File: config.mk
export PLATFORM = sky130hd
export DESIGN_NAME = lfsr_tercnt_gen
export DESIGN_NICKNAME = d
export VERILOG_FILES = /design/src/rtl/lfsr_tercnt_gen.sv
export SDC_FILE = /design/constraint.sdc
export NUM_CORES = 1
export LEC_CHECK = 0
export CAP_MARGIN = 20
export CORE_MARGIN = 3
export CORE_UTILIZATION = 50
export CTS_CLUSTER_DIAMETER = 30
export DETAILED_ROUTE_END_ITERATION = 7
export HOLD_SLACK_MARGIN = 0.03
export PLACE_DENSITY_LB_ADDON = 0.12
export SLEW_MARGIN = 20
export SYNTH_ARGS = -nofsm -noshare
export SYNTH_HDL_FRONTEND = slang
export SYNTH_SLANG_ARGS = --single-unit
File: constraint.sdc
create_clock -name clk -period 3.75 [get_ports clk]
set_input_delay 0.9375 -clock clk [delete_from_list [all_inputs] [get_ports clk]]
set_output_delay 0.9375 -clock clk [all_outputs]
set_load 0.1 [all_outputs]
File: src/rtl/lfsr_tercnt_gen.sv
// lfsr_tercnt_gen
// XNOR-feedback LFSR with a programmable tap mask that raises a one-cycle
// terminal pulse when the count reaches a programmed match value. It runs in
// free-run, auto-reload or one-shot mode, keeps a saturating count of
// terminal hits, and steps out of the LFSR lock-up state if it ever lands there.
//
// state  | meaning
// -------+------------------------------------------------------------
// IDLE   | count held, waiting for start (entered on reset and on load)
// RUN    | count advances on every cycle with cen=1
// DONE   | one-shot has reached its terminal value, count held until start

module lfsr_tercnt_gen #(
    parameter int               WIDTH = 8,
    parameter logic [WIDTH-1:0] POLY  = 8'b01100011,
    parameter int               HIT_W = 8
) (
    input  logic             clk,
    input  logic             reset,
    input  logic             load,
    input  logic [WIDTH-1:0] seed,
    input  logic [WIDTH-1:0] match,
    input  logic [1:0]       mode,
    input  logic             start,
    input  logic             cen,
    output logic [WIDTH-1:0] count,
    output logic             tercnt,
    output logic             busy,
    output logic             done,
    output logic [HIT_W-1:0] hit_cnt,
    output logic             lockup_err
);

    localparam logic [1:0] S_IDLE = 2'd0;
    localparam logic [1:0] S_RUN  = 2'd1;
    localparam logic [1:0] S_DONE = 2'd2;

    localparam logic [1:0] MODE_RELOAD  = 2'd1;
    localparam logic [1:0] MODE_ONESHOT = 2'd2;

    logic [1:0]       state;
    logic [WIDTH-1:0] seed_r;
    logic [WIDTH-1:0] match_r;
    logic [1:0]       mode_r;

    logic             feedback;
    logic [WIDTH-1:0] lfsr_nxt;
    logic             lock_hit;
    logic [WIDTH-1:0] step_val;
    logic             reload;
    logic [WIDTH-1:0] adv_val;
    logic             adv;
    logic             term;

    // Next-count selection: LFSR step with lock-up escape, or reload to seed.
    // The reload path bypasses the escape so a seed equal to match gives
    // a period-1 sequence.
    always_comb begin
        feedback = ~^(count & POLY);
        lfsr_nxt = {feedback, count[WIDTH-1:1]};
        lock_hit = (lfsr_nxt == count);
        step_val = lock_hit ? ~count : lfsr_nxt;
        reload   = (mode_r == MODE_RELOAD) && (count == match_r);
        adv_val  = reload ? seed_r : step_val;
        adv      = (state == S_RUN) && cen;
        term     = adv && (adv_val == match_r);
    end

    // Configuration capture, run-state sequencing and the count register.
    always_ff @(posedge clk or posedge reset) begin
        if (reset) begin
            state   <= S_IDLE;
            count   <= '0;
            seed_r  <= '0;
            match_r <= '0;
            mode_r  <= '0;
            tercnt  <= 1'b0;
        end else if (load) begin
            state   <= S_IDLE;
            count   <= seed;
            seed_r  <= seed;
            match_r <= match;
            mode_r  <= mode;
            tercnt  <= 1'b0;
        end else begin
            tercnt <= term;
            case (state)
                S_IDLE, S_DONE: begin
                    if (start) begin
                        state <= S_RUN;
                    end
                end
                S_RUN: begin
                    if (adv) begin
                        count <= adv_val;
                        if (term && (mode_r == MODE_ONESHOT)) begin
                            state <= S_DONE;
                        end
                    end
                end
                default: state <= S_IDLE;
            endcase
        end
    end

    // Saturating terminal-hit counter and sticky lock-up flag.
    always_ff @(posedge clk or posedge reset) begin
        if (reset) begin
            hit_cnt    <= '0;
            lockup_err <= 1'b0;
        end else if (load) begin
            hit_cnt    <= '0;
            lockup_err <= 1'b0;
        end else begin
            if (term && !(&hit_cnt)) begin
                hit_cnt <= hit_cnt + HIT_W'(1);
            end
            if (adv && !reload && lock_hit) begin
                lockup_err <= 1'b1;
            end
        end
    end

    assign busy = (state == S_RUN);
    assign done = (state == S_DONE);

endmodule
==> results of run 1 <==
[placed cells by master, fill, tap and decap left out, types with 3 or more instances in the layout]
cell type,instances
o21ai_1,12
mux2i_1,3
nor2b_1,3
clkdlybuf4s50_1,32
clkbuf_8,6
mux2_1,7
or4_1,3
and3_1,3
inv_1,16
o31ai_1,4
nand4_1,3
or3_1,3
nand2_1,23
nor2_1,24
dfrtp_1,37
nand3_1,4
nor4_1,3
o21ai_0,14
xnor2_1,13
buf_4,15
nand2b_1,6
a21oi_1,24
[per-stage QoR]
stage / setup WS, ns / cell area (um2) / hold WS (ns)
6_report: 0.4996 / 2730 / 0.5176
2_1_floorplan: 0.02630 / 2163 / 0.4636
3_3_place_gp: 0.4352 / 2587 / 0.4858
5_1_grt: 0.3172 / 2730 / 0.5522
4_1_cts: 0.5276 / 2730 / 0.5283
3_5_place_dp: 0.3830 / 2587 / 0.5121
[metal layers]
layer	part of all wire (%)	vias to the layer above	track usage [%]
met2	45	55	30.82
met3	6.7	6	5.189
met4	1.2	0	6.263
met5	0	-	0
li1	-	932	-
met1	47	858	30.27
[power groups by stage]
stage / Sequential [mW] / Combinational [mW] / Clock (mW)
floorplan: 0.537 / 0.140 / 0
detailed placement: 0.488 / 0.263 / 0
finish: 0.481 / 0.262 / 0.433
global route: 0.488 / 0.284 / 0.460
CTS: 0.480 / 0.264 / 0.443
global placement: 0.488 / 0.260 / 0
[worst max path at each step]
stage,endpoint,cells past startpoint
final,hit_cnt[5],8
after global routing,hit_cnt[3],8
after CTS,hit_cnt[5],8
after detailed placement,hit_cnt[5],7
after global placement,hit_cnt[3],7
after floorplan,hit_cnt[3],11
[worst reg2reg max path: cells and delay by family, from the launching register on]
kind,cells,cell delay [ns]
AOI/OAI and AO/OA,2,0.52
and+or+nand+nor,4,1.65
xor gates and xnor gates,1,0.14
DFF,1,0.52
muxes,1,0.35
[sequential cells by signal, indices dropped and copies added, names as in the netlist]
name	flops
tercnt	1
count	8
state	2
lockup_err	1
hit_cnt	8
match_r	8
mode_r	2
seed_r	8
[cell families (layout without fill, tap and decap cells)]
kind of cell             Yosys count  count (layout)  synth area share (%)
adder cells (fa/ha/maj)            1               1                0.5793
AND/OR/NAND/NOR                   84              84                 19.12
XOR/XNOR                          14              14                 6.026
flip-flops                        38              38                 44.03
buffers and inverters             30              71                 6.083
AO/OA/AOI/OAI                     67              67                 18.43
multiplexers                      11              11                 5.736
[area by class of cell]
type                            instances  area, um2  share of cell area (%)
Clock buffer                            6      82.58                   3.025
Clock inverter                          2      60.06                   2.200
Inverter                               16      60.06                   2.200
Multi-Input combinational cell        177       1080                   39.55
Sequential cell                        38      952.2                   34.88
Tap cell                               50      62.56                   2.291
Timing Repair Buffer                   47      432.9                   15.86
==> impl_metrics.csv, run 1 <==
group,metric,value,unit
worst_setup_path,criticalPathCategory,"flop to flop",
min_path,hold_end,"lockup_err",
final_layout,stdcell_count,336,
power,powerDensity,430.8,nW/um2
synth,syn_nets,269,
power,internal_power,821.7,uW
worst_setup_path,r2r_slack,0.50,ns
sta,setup_viol,0,
floorplan,rows,23,
power,power,1.176,mW
synth,synth_common_cells,"dfrtp_1 (38), a21oi_1 (24), nor2_1 (24)",
floorplan,die_h,71.72,um
outcome,status,"finished clean",
worst_setup_path,start_kind,"flop",
final_layout,fin_nets,309,
sta,fin_crit_sh,86.68,%
final_layout,final_layout_size_suffix_gt1_share,9.790,%
floorplan,io_pins,43,
sta,tightestPinTransition,0.9734,ns
cts,ctsHoldBuffers,0,
min_path,min_path_cells,2,
min_path,hold_path_class,"flop to flop",
sta,maxSlewHeadroom,34.90,%
synth,syn_area,2160,um2
route,postRouteAntennaNets,0,
power,swShare,30.14,%
cts,postCtsSetupRepairBufs,0,
min_path,min_from,"lockup_err",
global_route,grt_use_total,20.88,%
floorplan,initial_core_util,52.85,%
synth,yosysMostFrequentCell,"dfrtp_1",
worst_setup_path,crit_path_start,"count[5]",
route,routed_wl,4889,um
flow_run,drv_cap,0,
worst_setup_path,cp_max_fo,11,
floorplan,die_x,71.72,um
cts,h-tree-depth,2,
worst_setup_path,worstPathArrival,3.47,ns
route,drtIter0Drc,186,
route,routedWlPerCell,14.55,um
worst_setup_path,worstPathCellList,"xnor2_2, nand3_1, or3_1, mux2_4, a2111o_1, or4_4, or4_1, a21oi_1",
synth,yosysUniqueCellTypes,42,
synth,syn_area_per_cell,8.815,um2
final_layout,fin_util,66.81,%
synth,yosys_warnings,0,
synth,ys_top_cells_by_area,"dfrtp_1 (44%), a21oi_1 (5.6%), xnor2_1 (5.3%)",
sta,period_minus_slack,3.250,ns
cts,cts-resized-gates,0,
floorplan,die-area,5144,um2
final_layout,areaGrowthSynthToFinish,26.42,%
synth,synth_top_area_cell,"dfrtp_1",
cts,cts_num_sinks,38,
route,detail_route.first_pass.iterations,4,
sta,finalHoldViolCount,0,
sta,fin_setup_tns,0,ns
sta,clock.fmax,307.7,MHz
global_route,antenna_found_initial,0,
synth,ys_async_sr_fraction,100.0,%
sta,finalMaxSlewViolations,0,
sta,rsz0062_at_grt,"false",
power,comb_power_share,22.3,%
placement,dpl.cell_count,328,
route,vias_per_cell,5.509,
cts,insertion_delay,0.29,ns
synth,ys_seq_area_share,44.03,%
worst_setup_path,r2r_cells,8,
cts,cts-root-buf,"clkbuf_8",
synth,syn_inst,245,
worst_setup_path,cp.required,3.97,ns
synth,synth-edff-count,0,
floorplan,design.core.area,4086,um2
global_route,grt_pass1_vias,1756,
synth,synth_ff_type,"dfrtp_1",
synth,ys_ff_latch,38,
sta,skew,0.007145,ns
cts,cts.path.max_buffers,2,
global_route,overflow,0,
route,vias,1851,
power,clkPwrFrac,36.8,%
worst_setup_path,regToRegStartpoint,"count[5]",
worst_setup_path,cp_num_buf_inv,0,
power,peakVddDrop,0.0003327,V
placement,place.gp.congestion,0.8274,
power,p_leak,1.162,nW
cts,clk_pin_slew,0.08,ns
cts,cts_tree,"done",
worst_setup_path,critPathTopFamily,"simple AND/OR/NAND/NOR gates",
power,power_frac_seq,40.9,%
placement,port_buffers,42,
final_layout,num_antenna_cells,0,
worst_setup_path,max_stage_delay,0.58,ns
power,p_sw,354.5,uW
worst_setup_path,r2r-end,"hit_cnt[5]",
route,drc,0,
synth,synth_top_area_share,44.03,%
cts,cts_buffers,5,
worst_setup_path,slowest_stage,"or4_4",
final_layout,nFillCells,369,
placement,place_hpwl,3519,um
worst_setup_path,critPathCaptureType,"flop",
global_route,grt_pass1_wl,8480,um
global_route,grt_max_degree,52,
(Power assumes the default switching activity.)
==> run 2, diff against run 1 <==
Settings changed: DONT_BUFFER_PORTS set to 1.
==> run 2 against run 1 <==
Compared with the run above:
- critical path type unchanged
- total power shrank 15%
- hold slack lost 0.0080 ns
- combinational power shrank 9.5%
- sequential power is essentially flat
- count of clock-buffer cells in the layout grew 1
- utilization shrank 9.0 points
- clock skew shrank 0.0039 ns
- sequential cell count is the same
- cell count shrank 9.5%
- design area shrank 14%
==> impl_metrics.csv, run 2 (synthesis results as in run 1) <==
group,metric,value,unit
outcome,status,"finished clean",
sta,maxSlewHeadroom,26.83,%
route,detail_route.first_pass.iterations,4,
sta,clock.fmax,313.1,MHz
worst_setup_path,cp.required,3.97,ns
min_path,hold_path_class,"flop to flop",
worst_setup_path,r2r_slack,0.56,ns
worst_setup_path,r2r-end,"hit_cnt[3]",
final_layout,num_antenna_cells,0,
worst_setup_path,regToRegStartpoint,"match_r[6]",
global_route,grt_pass1_wl,8321,um
route,vias,1763,
sta,fin_setup_tns,0,ns
placement,place_hpwl,3696,um
worst_setup_path,critPathCaptureType,"flop",
power,peakVddDrop,0.0003039,V
route,drtIter0Drc,167,
placement,place_area,2270,um2
sta,finalHoldViolCount,0,
final_layout,fin_nets,277,
power,powerDensity,423.4,nW/um2
worst_setup_path,criticalPathCategory,"flop to flop",
global_route,antenna_found_initial,0,
route,routedWlPerCell,15.89,um
sta,finalMaxSlewViolations,0,
cts,cts.path.max_buffers,2,
floorplan,die-area,5144,um2
worst_setup_path,worstPathCellList,"xnor2_1, nand4_1, or3_1, mux2_4, a2111o_1, or4_4, or4_1, a21oi_1",
final_layout,stdcell_count,304,
global_route,grt_pass1_vias,1690,
floorplan,design.core.area,4086,um2
sta,skew,0.003203,ns
final_layout,areaGrowthSynthToFinish,9.328,%
worst_setup_path,start_kind,"flop",
worst_setup_path,cp_max_fo,11,
final_layout,final_area,2361,um2
global_route,grt_use_total,20.81,%
sta,rsz0062_at_grt,"false",
worst_setup_path,r2r_cells,8,
min_path,min_path_cells,1,
cts,clk_pin_slew,0.07,ns
global_route,overflow,0,
global_route,grt_max_degree,52,
cts,insertion_delay,0.29,ns
route,routed_wl,4832,um
placement,place.gp.congestion,0.8844,
cts,cts-root-buf,"clkbuf_8",
cts,cts_num_sinks,38,
sta,setup_viol,0,
route,vias_per_cell,5.799,
floorplan,die_x,71.72,um
power,p_leak,1.019,nW
min_path,hold_end,"mode_r[0]",
worst_setup_path,worstPathArrival,3.41,ns
floorplan,io_pins,43,
final_layout,final_common_cell,"dfrtp_1",
sta,fin_crit_sh,85.16,%
final_layout,fin_util,57.78,%
flow_run,drv_cap,0,
cts,h-tree-depth,2,
cts,ctsHoldBuffers,0,
sta,period_minus_slack,3.194,ns
cts,cts_tree,"done",
final_layout,final_layout_size_suffix_gt1_share,11.02,%
placement,dpl.cell_count,296,
worst_setup_path,max_stage_delay,0.58,ns
placement,port_buffers,0,
floorplan,initial_core_util,52.85,%
sta,tightestPinTransition,1.093,ns
worst_setup_path,slowest_stage,"or4_4",
min_path,min_from,"mode_r[0]",
sta,timing.hold.ws,0.5096,ns
cts,cts_buffers,5,
route,postRouteAntennaNets,0,
floorplan,die_h,71.72,um
final_layout,nFillCells,390,
cts,cts-resized-gates,0,
final_layout,final_cell_mix,"dfrtp_1 (37), nor2_1 (24), a21oi_1 (24)",
floorplan,rows,23,
route,drc,0,
cts,postCtsSetupRepairBufs,0,
==> run 2: through the flow <==
step / setup slack [ns] / power [mW]
2_1_floorplan: 0.02630 / 0.6770
3_3_place_gp: 0.6267 / 0.7218
4_1_cts: 0.5654 / 1.009
6_report: 0.5564 / 0.9997
3_5_place_dp: 0.5819 / 0.7229
5_1_grt: 0.3788 / 1.052
==> run 2: area by class of cell <==
type	count	area [um2]	share of cell area [%]
clock buffer	7	86.33	3.657
inverter	16	60.06	2.544
clock inverter	1	5.005	0.2120
sequential	38	952.2	40.33
timing repair buffer	15	112.6	4.769
tap	50	62.56	2.650
multi-input combinational	177	1082	45.84
==> run 2: how the worst max path moves through the flow <==
| stage | from | endpoint | slack [ns] | cells past startpoint |
|---|---|---|---|---|
| floorplan | count[5] | hit_cnt[3] | 0.03 | 11 |
| global placement | match_r[6] | hit_cnt[3] | 0.63 | 8 |
| detailed placement | match_r[6] | hit_cnt[3] | 0.58 | 8 |
| CTS | match_r[6] | hit_cnt[3] | 0.57 | 8 |
| global route | match_r[3] | hit_cnt[7] | 0.38 | 8 |
| finish | match_r[6] | hit_cnt[3] | 0.56 | 8 |
==> run 2: per-layer routing <==
metal  wire length (um)  GRT usage (%)  vias up  share of wire (%)
met5                  0              0        -                  0
met4                 82          7.307        0                1.7
met3                349          5.470        9                7.2
met2               2044          28.67       48                 42
met1               2355          31.33      832                 49
li1                   -              -      874                  -
==> run 2: where the power goes <==
part / internal [mW] / total (mW) / switching, mW
Sequential: 0.438 / 0.479 / 0.0406
Combinational: 0.0808 / 0.237 / 0.156
Clock: 0.148 / 0.284 / 0.136
Total: 0.667 / 1.00 / 0.333
==> run 2: critical path, delay by kind of cell (launching register included) <==
family / cells / cell delay (ns)
compound gates: 2 / 0.50
mux: 1 / 0.33
xor+xnor: 1 / 0.21
simple gates: 4 / 1.63
flops: 1 / 0.45
